[src/rtl/rgb_pwm_sequencer_if.sv]
// rgb_pwm_sequencer_if: enable in, PWM drives and sequence status out
interface rgb_pwm_sequencer_if;
   logic       en;
   logic       pwm_red;
   logic       pwm_green;
   logic       pwm_blue;
   logic [1:0] colour_idx;
   logic       busy;
   logic       cycle_done;
   modport master (output en, input pwm_red, pwm_green, pwm_blue, colour_idx, busy, cycle_done);
   modport slave (input en, output pwm_red, pwm_green, pwm_blue, colour_idx, busy, cycle_done);
endinterface

[src/rtl/rgb_pwm_sequencer.sv]
// rgb_pwm_sequencer: red -> green -> blue fade-in/hold/fade-out PWM for the SB_RGBA_DRV inputs
module rgb_pwm_sequencer #(
   parameter int PWM_BITS    = 8,
   parameter int STEP_CYCLES = 46875,
   parameter int HOLD_STEPS  = 64
) (
   input logic                hw_clk,
   input logic                rst,
   rgb_pwm_sequencer_if.slave bus
);
   localparam int TW = $clog2(STEP_CYCLES);
   localparam int HW = HOLD_STEPS > 1 ? $clog2(HOLD_STEPS) : 1;
   localparam logic [PWM_BITS-1:0] MAX = '1;
   localparam logic [TW-1:0] TICK_LAST = TW'(STEP_CYCLES - 1);
   localparam logic [HW-1:0] HOLD_LAST = HW'(HOLD_STEPS - 1);
   typedef enum logic [1:0] {IDLE, FADE_IN, HOLD, FADE_OUT} state_e;
   state_e              state_q, state_d;
   logic [TW-1:0]       tick_cnt_q, tick_cnt_d;
   logic [PWM_BITS-1:0] pwm_cnt_q, pwm_cnt_d;
   logic [HW-1:0]       hold_q, hold_d;
   logic [PWM_BITS-1:0] duty_q, duty_d;
   logic [PWM_BITS-1:0] duty_active_q, duty_active_d;
   logic [1:0]          colour_q, colour_d;
   logic [2:0]          pwm_q, pwm_d;
   logic                busy_q, done_q, done_d;
   logic                tick, run, lit;
   always_comb begin
      state_d  = state_q;
      duty_d   = duty_q;
      hold_d   = hold_q;
      colour_d = colour_q;
      done_d   = 1'b0;
      tick     = state_q != IDLE && tick_cnt_q == TICK_LAST;
      case (state_q)
         IDLE: state_d = FADE_IN;
         FADE_IN: if (tick) begin
            state_d = duty_q == MAX ? HOLD : FADE_IN;
            hold_d  = '0;
            duty_d  = duty_q == MAX ? duty_q : duty_q + 1'b1;
         end
         HOLD: if (tick) begin
            state_d = hold_q == HOLD_LAST ? FADE_OUT : HOLD;
            hold_d  = hold_q == HOLD_LAST ? hold_q : hold_q + 1'b1;
         end
         default: if (tick) begin
            state_d  = duty_q == '0 ? FADE_IN : FADE_OUT;
            duty_d   = duty_q == '0 ? duty_q : duty_q - 1'b1;
            colour_d = duty_q != '0 ? colour_q : colour_q == 2'd2 ? 2'd0 : colour_q + 2'd1;
            done_d   = duty_q == '0 && colour_q == 2'd2;
         end
      endcase
      // Dropping en beats any tick arriving on the same edge
      if (!bus.en) begin
         state_d  = IDLE;
         duty_d   = '0;
         hold_d   = '0;
         colour_d = '0;
         done_d   = 1'b0;
      end
   end
   assign run           = bus.en && state_q != IDLE;
   assign tick_cnt_d    = run && !tick ? tick_cnt_q + 1'b1 : '0;
   assign pwm_cnt_d     = run ? pwm_cnt_q + 1'b1 : '0;
   assign duty_active_d = !bus.en ? '0 : pwm_cnt_q == MAX ? duty_q : duty_active_q;
   assign lit           = bus.en && pwm_cnt_q < duty_active_q;
   assign pwm_d         = {lit && colour_q == 2'd2, lit && colour_q == 2'd1, lit && colour_q == 2'd0};
   always_ff @(posedge hw_clk) begin
      if (rst) begin
         state_q       <= IDLE;
         tick_cnt_q    <= '0;
         pwm_cnt_q     <= '0;
         hold_q        <= '0;
         duty_q        <= '0;
         duty_active_q <= '0;
         colour_q      <= '0;
         pwm_q         <= '0;
         busy_q        <= 1'b0;
         done_q        <= 1'b0;
      end else begin
         state_q       <= state_d;
         tick_cnt_q    <= tick_cnt_d;
         pwm_cnt_q     <= pwm_cnt_d;
         hold_q        <= hold_d;
         duty_q        <= duty_d;
         duty_active_q <= duty_active_d;
         colour_q      <= colour_d;
         pwm_q         <= pwm_d;
         busy_q        <= state_d != IDLE;
         done_q        <= done_d;
      end
   end
   assign bus.pwm_red    = pwm_q[0];
   assign bus.pwm_green  = pwm_q[1];
   assign bus.pwm_blue   = pwm_q[2];
   assign bus.colour_idx = colour_q;
   assign bus.busy       = busy_q;
   assign bus.cycle_done = done_q;
endmodule

[src/flat_wrapper.sv]
// flat-port wrapper written by rule: the top's interface ports become plain ports
module rgb_pwm_sequencer_flat 
#(
   parameter int PWM_BITS    = 8,
   parameter int STEP_CYCLES = 46875,
   parameter int HOLD_STEPS  = 64
)
  (hw_clk, rst, bus_en, bus_pwm_red, bus_pwm_green, bus_pwm_blue, bus_colour_idx, bus_busy, bus_cycle_done);
  rgb_pwm_sequencer_if bus_i ();
  input logic hw_clk;
  input logic rst;
  input wire logic [$bits(bus_i.en)-1:0] bus_en;
  output wire logic [$bits(bus_i.pwm_red)-1:0] bus_pwm_red;
  output wire logic [$bits(bus_i.pwm_green)-1:0] bus_pwm_green;
  output wire logic [$bits(bus_i.pwm_blue)-1:0] bus_pwm_blue;
  output wire logic [$bits(bus_i.colour_idx)-1:0] bus_colour_idx;
  output wire logic [$bits(bus_i.busy)-1:0] bus_busy;
  output wire logic [$bits(bus_i.cycle_done)-1:0] bus_cycle_done;
  assign bus_i.en = bus_en;
  assign bus_pwm_red = bus_i.pwm_red;
  assign bus_pwm_green = bus_i.pwm_green;
  assign bus_pwm_blue = bus_i.pwm_blue;
  assign bus_colour_idx = bus_i.colour_idx;
  assign bus_busy = bus_i.busy;
  assign bus_cycle_done = bus_i.cycle_done;
  rgb_pwm_sequencer #(.PWM_BITS(PWM_BITS), .STEP_CYCLES(STEP_CYCLES), .HOLD_STEPS(HOLD_STEPS)) u_core (.hw_clk(hw_clk), .rst(rst), .bus(bus_i));
endmodule
[config.mk]
export PLATFORM = sky130hd
export DESIGN_NAME = rgb_pwm_sequencer_flat
export DESIGN_NICKNAME = d
export VERILOG_FILES = /design/src/rtl/rgb_pwm_sequencer_if.sv /design/src/rtl/rgb_pwm_sequencer.sv /design/src/flat_wrapper.sv
export SDC_FILE = /design/constraint.sdc
export NUM_CORES = 1
export LEC_CHECK = 0
export ABC_AREA = 0
export BUFFER_PORTS_ARGS = -buffer_cell sky130_fd_sc_hd__buf_2
export CORE_ASPECT_RATIO = 0.8
export CORE_MARGIN = 5
export CORE_UTILIZATION = 50
export CTS_CLUSTER_DIAMETER = 120
export CTS_CLUSTER_SIZE = 14
export DETAILED_ROUTE_END_ITERATION = 6
export PLACE_DENSITY = 0.69
export SYNTH_ARGS = -nofsm -noshare
export SYNTH_HDL_FRONTEND = slang
export SYNTH_SLANG_ARGS = --single-unit
[constraint.sdc]
create_clock -name hw_clk -period 2 [get_ports hw_clk]
set_input_delay 0.4 -clock hw_clk [delete_from_list [all_inputs] [get_ports hw_clk]]
set_output_delay 0.4 -clock hw_clk [all_outputs]
set_load 0.005 [all_outputs]
==> impl_metrics.yaml <==
run_status:
  status: "finished, final reports clean"
routing:
  postRouteAntennaNets: 0
  wl_per_cell_um: 13.65
  viasPerCell: 5.412
  vias: 2219
  drc: 0
  drtIter0Drc: 157
  first_pass_iters: 4
  wirelength_um: 5595
timing:
  worst_slew_pin_slew_ns: 0.6290
  max_freq_mhz: 528.2
  skew_ns: 0.003707
  drv_slew: 0
  post-route-period-util: 0.9465
  finalSetupViolCount: 0
  finalSetupTns_ns: 0
  relSlewSlack: 0.5806
  finalHoldViolations: 0
  period_minus_slack_ns: 1.893
clock_network:
  clock-sinks: 55
  numCtsBuffers: 5
  clkTransAtPathRegs_ns: 0.09
  clk-insertion-delay-late_ns: 0.31
  clock_path_buffers: 2
  cts_hold_buffers: 0
  cts_tree: "yes"
  clockRootBuffer: "clkbuf_8"
  htreeDepth: 2
floorplanning:
  die_x_um: 94.10
  die_h_um: 77.28
  rows: 24
  start_util: 0.5176
  dieArea_sq_mm: 0.007272
  num_io_pins: 10
  coreArea_sq_mm: 0.005465
synth:
  async_flop_share: 0
  synth_fp_nets: 332
  netlist_top_cells_count: "nor2_1 (56), dfxtp_1 (55), mux2i_1 (18)"
  yosys_warnings: 0
  synth_edf_count: 0
  synthCells: 311
  syn-cell-area_sq_mm: 0.002829
  yosysSeqAreaShare: 0.3892
  synth.distinct_cells: 49
  syn_area_per_cell_sq_um: 9.096
  synth_top_area_cell: "dfxtp_1"
  yosysMostFrequentCell: "nor2_1"
  synth_top_area_frac: 0.3892
  synth_area_leaders: "dfxtp_1 (39%), ha_1 (7.5%), nor2_1 (7.4%)"
  synthFlopType: "dfxtp_1"
  yosys_register_bits: 55
worst_setup_path:
  r2r_start: "u_core.state_q[1]"
  crit_arrival_ns: 2.14
  rrSetupSlack_ns: 0.11
  rr_worst_depth: 7
  crit_path_start_kind: "flip-flop"
  crit_fanout: 13
  cp-end-kind: "flip-flop"
  r2r_end: "u_core.duty_q[7]"
  crit_type: "flip-flop to flip-flop"
  crit_required_ns: 2.25
hold_path:
  hp-class: "flip-flop to flip-flop"
  worst_hold_path.endpoint: "u_core.pwm_cnt_q[0]"
  hp-start: "u_core.pwm_cnt_q[0]"
  whs_path_depth: 1
flow_run:
  drv_cap: 0
placed_design:
  hpwlAfterDp_um: 4096
  port_buffers: 9
  place.gp.congestion: 0.8556
  place_area_sq_mm: 0.003019
  dp.cells: 402
global_routing:
  grt-ovfl-total: 0
  grt.total_usage: 0.1633
  antenna_found_initial: 0
  grt_pass1_wl_um: 9577
  grt_pass1_vias: 2098
  grt_max_degree: 17
final_layout:
  area_growth_pct: 10.88
  drive_above_1_share: 0.1265
  fill_cells: 506
  final_util: 0.5739
  stdcell_area_sq_mm: 0.003137
  fin_cells: 410
  diodes: 0
  nNetsFinal: 352
power_and_ir_drop:
  p_leak_nw: 1.143
  p_per_area_mw_per_mm2: 589.0
  ir_drop_v: 0.0004510
-- through the flow --
step	hold WS (ns)	total power, W	setup WS [ns]
final	0.4633	0.001848	0.1069
after global routing	0.5177	0.001924	-0.0002744
after CTS	0.4708	0.001866	0.08597
after global placement	0.4399	0.001192	0.1677
after floorplan	0.4252	0.001172	0.1503
after detailed placement	0.4462	0.001192	0.1157
-- routing by layer --
metal	routed length, um	vias to the layer above	GRT usage
met1	2826	1030	0.2271
met4	138	0	0.07648
met3	161	16	0.03327
met2	2468	31	0.2403
met5	0	-	0
li1	-	1142	-
-- sequential cells by signal (all words and copies together), names as in the netlist --
register	count
u_core.tick_cnt_q	16
u_core.duty_active_q	8
u_core.duty_q	8
u_core.pwm_cnt_q	8
u_core.hold_q	6
u_core.pwm_q	3
u_core.bus.colour_idx	2
u_core.state_q	2
u_core.bus.busy	1
u_core.bus.cycle_done	1
-- placed cells by master, fill, tap and decap left out, drive strengths merged, types with 2 or more instances in the layout --
cell     instances
a2111oi          3
a211oi           5
a21o             6
a21oi           12
a221oi           2
and3             5
and4             2
buf             19
clkbuf           7
dfxtp           55
ha              17
inv             14
mux2i           18
nand2           15
nand2b           7
nand3           12
nand4            7
nor2            57
nor2b            2
nor3             8
nor4             2
nor4b            2
nor4bb           2
o211ai           2
o21ai           10
or3              4
xnor2           11
xor2            12
-- repair_timing --
action,CTS,global route
gates resized for setup,0,5
endpoints found under the hold margin,0,0
setup buffers,0,0
setup endpoints to repair,0,2
-- layout make-up --
cell class	instances	area, sq um	area share
clock buffer	7	96.34	0.03071
clock inverter	1	7.507	0.002393
inverter	14	52.55	0.01675
multi-input combinational	236	1662	0.5297
sequential	55	1101	0.3510
tap	78	97.59	0.03111
timing repair buffer	19	120.1	0.03829
-- report_power, final --
part	switching (W)	internal, W
combinational	0.0000432	0.0000256
sequential	0.00000263	0.00110
clock	0.000363	0.000316
-- how the worst max path moves through the flow --
stage | startpoint | end | slack [ns] | cells after the start
detailed placement | u_core.state_q[1] | u_core.duty_q[7] | 0.12 | 7
CTS | u_core.state_q[1] | u_core.duty_q[7] | 0.09 | 7
finish | u_core.state_q[1] | u_core.duty_q[7] | 0.11 | 7
floorplan | u_core.state_q[1] | u_core.duty_q[7] | 0.15 | 8
global placement | u_core.tick_cnt_q[0] | u_core.hold_q[2] | 0.17 | 7
global route | u_core.state_q[0] | u_core.duty_q[7] | -0.0003 | 7
-- kinds of logic after synthesis --
logic type	after synthesis	synth area share
AOI/OAI and AO/OA	42	0.09951
DFF	55	0.3892
xor gates and xnor gates	23	0.07121
adders and majority gates	18	0.08226
and+or+nand+nor	134	0.2618
buffers and inverters	20	0.02831
muxes	19	0.06767
-- critical path, cell delays in order (launching register included) --
cell,delay (ns)
dfxtp_1,0.32
nand2b_4,0.22
ha_1,0.34
a211oi_2,0.27
nor2_2,0.09
nand4bb_1,0.19
a31oi_1,0.20
mux2i_1,0.20
No activity file was read; power rests on OpenSTA's default activity.
